--- src/rtl/pipe_ctrl_pkg.sv ---
// Shared types for the pipeline stall/flush sequencer: FSM state encoding,
// the packed bundle of register controls and the RUN-state control decoder.
package pipe_ctrl_pkg;

    typedef enum logic [1:0] {
        ST_RUN      = 2'd0,
        ST_MEM_WAIT = 2'd1,
        ST_TRAP     = 2'd2
    } ctrl_state_t;

    typedef struct packed {
        logic pc_en;
        logic if_id_en;
        logic if_id_flush;
        logic id_ex_en;
        logic id_ex_flush;
        logic ex_mem_en;
        logic mem_wb_en;
        logic mem_wb_flush;
    } ctrl_t;

    // Bit order follows the struct: pc_en is the MSB, mem_wb_flush the LSB.
    localparam ctrl_t CTRL_RESET     = ctrl_t'(8'b0010_1001);
    localparam ctrl_t CTRL_MEM_STALL = ctrl_t'(8'b0000_0001);
    localparam ctrl_t CTRL_REDIRECT  = ctrl_t'(8'b1111_1110);
    localparam ctrl_t CTRL_STALL     = ctrl_t'(8'b0001_1110);
    localparam ctrl_t CTRL_IDLE      = ctrl_t'(8'b1101_0110);
    localparam ctrl_t CTRL_HALT      = ctrl_t'(8'b0000_0000);

    // A redirect already kills the stalled ID instruction, so it outranks stall_req.
    function automatic ctrl_t run_ctrl(input logic [1:0] stall_req, input logic redirect);
        if (redirect)
            return CTRL_REDIRECT;
        else if (stall_req != 2'b00)
            return CTRL_STALL;
        else
            return CTRL_IDLE;
    endfunction

endpackage

--- src/rtl/pipe_ctrl_sat_counter.sv ---
// Saturating event counter used for the stall and flush performance counters.
module pipe_ctrl_sat_counter #(
    parameter int CNT_W = 32
) (
    input  logic             clk,
    input  logic             rstn,
    input  logic             inc,
    input  logic             clear,
    output logic [CNT_W-1:0] count
);

    always_ff @(posedge clk or negedge rstn) begin
        if (!rstn)
            count <= '0;
        else if (clear)
            count <= '0;
        else if (inc && (count != {CNT_W{1'b1}}))
            count <= count + 1'b1;
    end

endmodule

--- src/rtl/pipe_ctrl.sv ---
// Central stall/flush sequencer: merges hazard stalls, EX redirects and the
// data-memory handshake into per-register enables/flushes; traps on hung memory.
module pipe_ctrl
    import pipe_ctrl_pkg::*;
#(
    parameter int MEM_TIMEOUT = 16,
    parameter int CNT_W       = 32
) (
    input  logic             clk,
    input  logic             rstn,
    input  logic [1:0]       stall_req,
    input  logic             redirect,
    input  logic             dmem_req,
    input  logic             dmem_ack,
    output logic             pc_en,
    output logic             if_id_en,
    output logic             if_id_flush,
    output logic             id_ex_en,
    output logic             id_ex_flush,
    output logic             ex_mem_en,
    output logic             mem_wb_en,
    output logic             mem_wb_flush,
    output logic             trap,
    output logic [CNT_W-1:0] stall_cnt,
    output logic [CNT_W-1:0] flush_cnt
);

    localparam int   WAIT_W     = (MEM_TIMEOUT < 2) ? 2 : $clog2(MEM_TIMEOUT + 1);
    localparam logic TIMEOUT_EN = (MEM_TIMEOUT != 0);

    ctrl_state_t       state, next_state;
    ctrl_t             ctrl;
    logic [WAIT_W-1:0] wait_cnt;
    logic              trap_q;
    logic              flush_inc;
    logic              stall_inc;

    always_comb begin
        ctrl       = CTRL_HALT;
        next_state = state;
        flush_inc  = 1'b0;
        if (!rstn) begin
            ctrl = CTRL_RESET;
        end else begin
            case (state)
                ST_RUN: begin
                    if (dmem_req && !dmem_ack) begin
                        ctrl       = CTRL_MEM_STALL;
                        next_state = ST_MEM_WAIT;
                    end else begin
                        ctrl      = run_ctrl(stall_req, redirect);
                        flush_inc = redirect;
                    end
                end
                // Redirect and stalls are held off while memory is busy and re-present on ack.
                ST_MEM_WAIT: begin
                    if (dmem_ack) begin
                        ctrl       = run_ctrl(stall_req, redirect);
                        flush_inc  = redirect;
                        next_state = ST_RUN;
                    end else begin
                        ctrl = CTRL_MEM_STALL;
                        if (TIMEOUT_EN && (wait_cnt == WAIT_W'(MEM_TIMEOUT)))
                            next_state = ST_TRAP;
                    end
                end
                ST_TRAP: ctrl = CTRL_HALT;
                default: next_state = ST_RUN;
            endcase
        end
    end

    always_ff @(posedge clk or negedge rstn) begin
        if (!rstn) begin
            state    <= ST_RUN;
            wait_cnt <= '0;
            trap_q   <= 1'b0;
        end else begin
            state <= next_state;
            if ((state == ST_RUN) && (next_state == ST_MEM_WAIT))
                wait_cnt <= WAIT_W'(1);
            else if ((state == ST_MEM_WAIT) && !dmem_ack && (wait_cnt != {WAIT_W{1'b1}}))
                wait_cnt <= wait_cnt + 1'b1;
            if (next_state == ST_TRAP)
                trap_q <= 1'b1;
        end
    end

    assign stall_inc = rstn && !ctrl.pc_en;

    pipe_ctrl_sat_counter #(.CNT_W(CNT_W)) u_stall_cnt (
        .clk   (clk),
        .rstn  (rstn),
        .inc   (stall_inc),
        .clear (1'b0),
        .count (stall_cnt)
    );

    pipe_ctrl_sat_counter #(.CNT_W(CNT_W)) u_flush_cnt (
        .clk   (clk),
        .rstn  (rstn),
        .inc   (flush_inc),
        .clear (1'b0),
        .count (flush_cnt)
    );

    assign pc_en        = ctrl.pc_en;
    assign if_id_en     = ctrl.if_id_en;
    assign if_id_flush  = ctrl.if_id_flush;
    assign id_ex_en     = ctrl.id_ex_en;
    assign id_ex_flush  = ctrl.id_ex_flush;
    assign ex_mem_en    = ctrl.ex_mem_en;
    assign mem_wb_en    = ctrl.mem_wb_en;
    assign mem_wb_flush = ctrl.mem_wb_flush;
    assign trap         = trap_q;

endmodule

--- config.mk ---
export PLATFORM = sky130hd
export DESIGN_NAME = pipe_ctrl
export DESIGN_NICKNAME = d
export VERILOG_FILES = /design/src/rtl/pipe_ctrl_pkg.sv /design/src/rtl/pipe_ctrl_sat_counter.sv /design/src/rtl/pipe_ctrl.sv
export SDC_FILE = /design/constraint.sdc
export NUM_CORES = 1
export LEC_CHECK = 0
export BUFFER_PORTS_ARGS = -buffer_cell sky130_fd_sc_hd__buf_2
export CAP_MARGIN = 40
export CORE_MARGIN = 4
export CORE_UTILIZATION = 54
export CTS_CLUSTER_SIZE = 25
export DETAILED_ROUTE_END_ITERATION = 6
export PLACE_DENSITY = 0.81
export SLEW_MARGIN = 20
export SYNTH_ARGS = -nofsm -noshare
export SYNTH_HDL_FRONTEND = slang
export SYNTH_SLANG_ARGS = --single-unit
--- constraint.sdc ---
create_clock -name clk -period 2.2 [get_ports clk]
set_input_delay 0.22 -clock clk [delete_from_list [all_inputs] [get_ports clk]]
set_output_delay 0.22 -clock clk [all_outputs]
set_load 0.05 [all_outputs]
==> run_results.csv, run 1 <==
group,metric,value,unit
cts,cts_tree,"built",
floorplan,die_x,90.5,µm
run,cap_violations,0,
setup_path,end_kind,"primary output",
routing,wirelength,8500,µm
cts,post-cts-setup-buffers,0,
setup_path,ff2ff_path_depth,6,
setup_path,cp-endpoint,"pc_en",
floorplan,core_region_area,6490,µm²
placed_design,gp_congestion,0.919,
logic_synthesis,synth-seq-area-share,0.490,
logic_synthesis,synth.distinct_cells,51,
cts,h-tree-depth,3,
logic_synthesis,synth_edf_count,0,
cells_and_area,stdcell_area,4420,µm²
floorplan,die_area,8190,µm²
logic_synthesis,async_reset_ff_frac,1.00,
setup_path,critPathMaxStageDelay,430,ps
cells_and_area,multi_input_area,1800,µm²
logic_synthesis,netlist_instances,352,
logic_synthesis,syn_avg_cell_area,10.4,µm²
setup_path,crit_path_top_delay_cell,"dfrtp_1",
placed_design,place_area,4210,µm²
setup_path,cp_max_fo,7,
cells_and_area,drive_gt1_frac,0.286,
cells_and_area,antenna_cells,0,
cells_and_area,nets,455,
routing,vias_per_cell,5.92,
logic_synthesis,yosysWarnings,0,
setup_path,timing.critical_path.arrival,1820,ps
cts,clockBufferDepth,2,
setup_path,r2r_slack,170,ps
timing,clock-skew-final,10.8,ps
floorplan,row_count,29,
routing,ant_nets,0,
routing,dr.first_iter.drc_count,215,
timing,fin_ws,162,ps
routing,first_pass_iters,4,
run_status,outcome,"finished, final reports clean",
setup_path,crit_chain,"o21ba_2 -> nor2_1 -> and2_4 -> nor2b_4 -> clkbuf_4",
global_route,grt_max_degree,52,
placed_design,io_buffers,79,
cells_and_area,area_growth,20.4,%
setup_path,startpoint_type,"register",
floorplan,start_util,0.566,
timing,final_hold_viol_count,0,
cts,clkSinkCount,72,
global_route,overflow,0,
global_route,grt_pass1_wl,14400,µm
power,p_per_area,803,nW/µm²
timing,min_period,2040,ps
timing,fmax,491,MHz
cts,clkTransAtPathRegs,70,ps
logic_synthesis,ys.flop_type,"dfrtp_1",
power,ir_worst_vdd,0.697,mV
timing,setup-tns-final,0,ps
power,leakagePower,2.19,nW
routing,route.detailed.drc,0,
logic_synthesis,synth-seq-cells,72,
timing,rsz0062_at_grt,"no",
setup_path,r2r-end,"u_stall_cnt.count[18]$_DFFE_PN0P_",
cts,cts_buffers,9,
cts,cts_root_buf,"clkbuf_8",
cells_and_area,regArea,1810,µm²
timing,post-route-period-util,0.926,
global_route,grt_pass1_vias,3005,
setup_path,timing.rr.start,"u_stall_cnt.count[0]$_DFFE_PN0P_",
placed_design,dp_hpwl,6290,µm
setup_path,cp-startpoint,"state[0]$_DFF_PN0_",
setup_path,worstPathRequired,1980,ps
logic_synthesis,syn_area,3670,µm²
cells_and_area,nFillCells,493,
logic_synthesis,synth_nets,364,
routing,vias,3110,
placed_design,pre_cts_ws,217,ps
global_route,antenna_found_initial,0,
routing,wl_per_cell,16.2,µm
worst_hold_path,hold_class,"in2async",
timing,tightest_slew,634,ps
timing,setup-violations-final,0,
cts,clk_latency,340,ps
timing,timing.slew.headroom,0.577,
floorplan,pin_count,80,
floorplan,die_h,90.5,µm
timing,drv_slew,0,
setup_path,critical_path_class,"reg2out",
global_route,grt_use_total,0.215,
critical path, delay by kind of cell (launching register included):
family	cells	cell delay (ps)
buffers and inverters	1	250
AND/OR/NAND/NOR	3	520
AO/OA/AOI/OAI	1	290
flip-flops	1	430
registers in the layout, summed over array words and instances (netlist names):
name	cells
state	2
trap	1
u_flush_cnt.count	32
u_stall_cnt.count	32
wait_cnt	5
report_power, final:
group / switching, W / internal [W]
sequential: 0.000185 / 0.00146
combinational: 0.000610 / 0.000242
clock: 0.000471 / 0.000584
total: 0.00127 / 0.00229
layout make-up:
cell class / count / area share
Inverter: 6 / 0.00509
Sequential cell: 72 / 0.408
Timing Repair Buffer: 91 / 0.112
Tap cell: 77 / 0.0218
Clock inverter: 3 / 0.00905
Clock buffer: 13 / 0.0359
Multi-Input combinational cell: 263 / 0.408
cell families after synthesis:
logic type,synth area share
AND/OR/NAND/NOR,0.261
AO/OA/AOI/OAI,0.0497
adder cells (fa/ha/maj),0.0170
flip-flops,0.490
XOR/XNOR,0.134
multiplexers,0.0266
buffers and inverters,0.0215
worst min-delay path by stage:
| stage | end | startpoint | depth (start not counted) |
|---|---|---|---|
| 2_1_floorplan | state[0]$_DFF_PN0_ | rstn | 0 |
| 3_3_place_gp | u_flush_cnt.count[24]$_DFFE_PN0P_ | rstn | 1 |
| 3_5_place_dp | u_flush_cnt.count[25]$_DFFE_PN0P_ | rstn | 1 |
| 4_1_cts | u_flush_cnt.count[25]$_DFFE_PN0P_ | rstn | 2 |
| 5_1_grt | u_flush_cnt.count[25]$_DFFE_PN0P_ | rstn | 2 |
| 6_report | u_flush_cnt.count[25]$_DFFE_PN0P_ | rstn | 2 |
repair_timing:
action / 4_1_cts / 5_1_grt
hold buffers: 1 / 0
endpoints found under the setup margin: 0 / 2
gates resized for setup: 0 / 3
hold endpoints to repair: 22 / 0
cell usage after synthesis (all sizes together) (2+ instances only):
library cell / n / area [µm²]
nand4: 32 / 236
o21ai: 3 / 15.0
xnor2: 43 / 377
clkbuf: 5 / 18.8
nand2b: 2 / 12.5
nor2: 29 / 109
nand2: 30 / 113
mux2: 6 / 67.6
nor3: 13 / 65.1
ha: 5 / 62.6
nand3: 27 / 135
buf: 6 / 37.5
o311ai: 2 / 17.5
and3: 13 / 82.6
a21oi: 4 / 20.0
nor4: 7 / 80.1
inv: 6 / 22.5
a41oi: 3 / 26.3
xor2: 13 / 114
dfrtp: 72 / 1800
mux2i: 3 / 30.0
or4: 2 / 18.8
and4: 3 / 26.3
or2: 2 / 12.5
and2: 3 / 18.8
a31oi: 2 / 12.5
o21ba: 2 / 20.0
layout by cell type (no fill, tap or decap), types with 2 or more instances in the layout:
cell and n:
dfrtp_2 4, buf_2 76, ha_1 5, buf_4 12, dfrtp_1 68, clkbuf_8 11, and2_1 2, nand3_1 27
xor2_1 13, a41oi_1 3, and3_1 12, nand2_1 30, and4_1 3, nand4_1 29, mux2i_1 3, clkbuf_1 2
nand4_4 2, o21ai_0 3, inv_1 6, nor2_1 29, clkinv_2 2, nand2b_1 2, xnor2_1 43, a31oi_1 2
o21ba_2 2, nor4_4 2, mux2_2 5, nor4_1 4, a21oi_1 4, o311ai_1 2, nor3_1 13, clkbuf_4 2
per-stage QoR:
stage          std cells  utilization  hold WS (ps)  total power [W]
5_1_grt              525        0.681           241          0.00373
6_report             525        0.681           246          0.00355
3_5_place_dp         508        0.648          42.9          0.00253
2_1_floorplan        352            -         -75.6          0.00228
3_3_place_gp         508        0.648          42.9          0.00248
4_1_cts              525        0.680           230          0.00357
routing by layer:
metal  part of all wire  global-route usage
met2               0.48               0.338
met3              0.060              0.0400
met5                  0                   0
met1               0.44               0.294
met4              0.018              0.0867
Power figures use the tool's default switching activity.
==> run 2, diff against run 1 <==
Settings changed: ABC_AREA set to 1, CORE_UTILIZATION 54 to 55, GPL_ROUTABILITY_DRIVEN set to 0, PLACE_DENSITY 0.81 to 0.8.
==> run 2 against run 1 <==
Synthesized cell count grew 120%. Total power rose by 6.3%. Worst hold slack gained 55 ps. Setup slack better by 31 ps. Critical endpoint is now u_flush_cnt.count[2]$_DFFE_PN0P_. Largest cell class is now multi-input combinational cells. Largest power group unchanged. Highest routed layer unchanged.
==> run_results.csv, run 2 <==
group,metric,value,unit
timing,tightest_slew,679,ps
global_route,overflow,0,
cells_and_area,nFillCells,822,
cts,cts_tree,"built",
worst_hold_path,hold_class,"in2async",
cells_and_area,nets,869,
timing,final_hold_viol_count,0,
cells_and_area,layout_commonest_cell,"nand2_1",
setup_path,end_kind,"register",
cts,clockBufferDepth,2,
cells_and_area,drive_gt1_frac,0.132,
run,cap_violations,0,
logic_synthesis,yosysWarnings,0,
routing,ant_nets,0,
logic_synthesis,synth_most_common_cell,"nand2_1",
floorplan,die_area,10400,µm²
cts,post-cts-setup-buffers,0,
power,p_total,0.00378,W
power,p_int,0.00248,W
timing,setup-tns-final,0,ps
logic_synthesis,synth-seq-cells,72,
global_route,grt_use_total,0.247,
setup_path,startpoint_type,"register",
routing,first_pass_iters,6,
placed_design,io_buffers,79,
cells_and_area,most-common-layout-cells,"nand2_1 (401), nor2_1 (113), buf_2 (78)",
setup_path,path_buf_inv,2,
setup_path,crit_cells,10,
global_route,grt_max_degree,56,
logic_synthesis,synth-seq-area-share,0.371,
routing,vias_per_cell,5.17,
logic_synthesis,syn_avg_cell_area,6.24,µm²
routing,vias,5019,
setup_path,critical_path_class,"reg2reg",
routing,route.detailed.drc,0,
logic_synthesis,async_reset_ff_frac,1.00,
power,comb_power_share,0.221,
setup_path,critPathMaxStageDelay,450,ps
setup_path,cp_max_fo,18,
timing,setup-violations-final,0,
cts,h-tree-depth,3,
setup_path,ff2ff_path_depth,10,
logic_synthesis,synth.largest_area_cell,"dfrtp_1",
cells_and_area,antenna_cells,0,
timing,rsz0062_at_grt,"no",
routing,wirelength,12300,µm
routing,dr.first_iter.drc_count,205,
timing,min_period,2010,ps
cts,clkTransAtPathRegs,80,ps
timing,drv_slew,0,
cells_and_area,area_growth,15.0,%
cts,clkSinkCount,72,
logic_synthesis,ys.flop_type,"dfrtp_1",
power,ir_worst_vdd,0.596,mV
power,seqPwrFrac,0.415,
cells_and_area,reg_top3,"u_flush_cnt.count: 32 flops, u_stall_cnt.count: 32 flops, wait_cnt: 5 flops",
timing,post-route-period-util,0.912,
cts,cts_root_buf,"clkbuf_8",
logic_synthesis,netlist_instances,778,
power,power_switching,0.00129,W
logic_synthesis,synth.top_cell.area_share,0.371,
global_route,grt_pass1_vias,4654,
logic_synthesis,synth_nets,790,
logic_synthesis,synth.distinct_cells,23,
power,leakagePower,2.87,nW
floorplan,start_util,0.560,
cts,cts_buffers,9,
floorplan,row_count,34,
setup_path,crit_path_top_delay_cell,"dfrtp_1",
placed_design,dp_hpwl,9370,µm
power,p_per_area,676,nW/µm²
floorplan,pin_count,80,
setup_path,crit_family,"simple AND/OR/NAND/NOR gates",
logic_synthesis,synthTopCellsByArea,"dfrtp_1 (37%), nand2_1 (31%), nor2_1 (8.7%), inv_1 (4.8%), nand3_1 (4.6%)",
setup_path,crit_chain,"ha_1 -> inv_2 -> nor2_4 -> nand2_2 -> nor2_4 -> nand2_4 -> nand2_4 -> buf_4 -> nand2_1 -> o21ai_0",
global_route,grt_pass1_wl,20600,µm
logic_synthesis,synth_edf_count,0,
run_status,outcome,"finished, final reports clean",
timing,clock-skew-final,16.7,ps
cts,clk_latency,360,ps
timing,fmax,498,MHz
timing,fin_worst_hold_slack,301,ps
power,pwr-share-clk,0.364,
floorplan,die_h,102,µm
routing,wl_per_cell,12.7,µm
setup_path,timing.critical_path.arrival,2280,ps
logic_synthesis,synthTopCellsByCount,"nand2_1 (401), nor2_1 (113), dfrtp_1 (72)",
floorplan,core_region_area,8680,µm²
global_route,antenna_found_initial,0,
logic_synthesis,syn_area,4860,µm²
timing,timing.slew.headroom,0.547,
power,p_sw_frac,0.343,
setup_path,worstPathRequired,2480,ps
floorplan,die_x,102,µm
run 2: routing by layer:
layer | part of all wire | routed length, µm | GRT usage | vias up
met5 | 0 | 0 | 0 | -
met4 | 0.024 | 297 | 0.101 | 0
met3 | 0.065 | 805 | 0.0410 | 24
met2 | 0.50 | 6210 | 0.428 | 156
met1 | 0.41 | 5030 | 0.306 | 2325
li1 | - | - | - | 2514
run 2: cell families (layout without fill, tap and decap cells):
family                   Yosys count  in the layout  synth area share
AO/OA/AOI/OAI                     19             19            0.0214
buffers and inverters             80            164            0.0744
adder cells (fa/ha/maj)            5              5            0.0129
AND/OR/NAND/NOR                  576            576             0.474
flip-flops                        72             72             0.371
XOR/XNOR                          26             26            0.0469
run 2: worst reg2reg max path: stages, from the launching register on:
cell     delay (ps)
dfrtp_1         450
ha_1            310
inv_2            70
nor2_4          130
nand2_2         110
nor2_4          170
nand2_4          90
nand2_4         200
buf_4           250
nand2_1          70
o21ai_0          80
run 2: cell type report:
cell class | instances | area (µm²) | area share
Sequential cell | 72 | 1800 | 0.322
Clock inverter | 4 | 98.8 | 0.0177
Timing Repair Buffer | 83 | 443 | 0.0793
Multi-Input combinational cell | 626 | 2700 | 0.482
Inverter | 65 | 249 | 0.0446
Tap cell | 108 | 135 | 0.0242
Clock buffer | 12 | 165 | 0.0296
run 2: worst paths after layout:
kind	slack, ps	start	endpoint
worst min-delay path	300	rstn	u_stall_cnt.count[18]$_DFFE_PN0P_
worst max-delay path	190	u_flush_cnt.count[0]$_DFFE_PN0P_	u_flush_cnt.count[2]$_DFFE_PN0P_
min in group clk	320	dmem_req	state[0]$_DFF_PN0_
max in group asynchronous	910	rstn	u_stall_cnt.count[5]$_DFFE_PN0P_
worst max register to register	190	u_flush_cnt.count[0]$_DFFE_PN0P_	u_flush_cnt.count[2]$_DFFE_PN0P_
worst min register to register	490	trap$_DFFE_PN0N_	trap$_DFFE_PN0N_
run 2: power by group through the flow:
stage          combinational (W)  sequential, W  clock [W]
3_5_place_dp            0.000835        0.00159          0
5_1_grt                 0.000906        0.00159    0.00145
2_1_floorplan           0.000409        0.00180          0
4_1_cts                 0.000842        0.00157    0.00140
6_report                0.000834        0.00157    0.00137
3_3_place_gp            0.000818        0.00158          0
run 2: timing repair:
action / in CTS / in global routing
hold buffers: 1 / 0
endpoints found under the hold margin: 17 / 0
resized for setup: 0 / 2
endpoints found under the setup margin: 0 / 29
run 2: metrics by stage:
step                       util  std cells  setup slack [ps]  area [µm²]
after global placement    0.612        953               255        5310
after detailed placement  0.612        953               158        5310
final                     0.644        970               193        5590
after global routing      0.644        970              44.8        5590
after floorplan               -        778               111        4860
after CTS                 0.644        970               122        5590
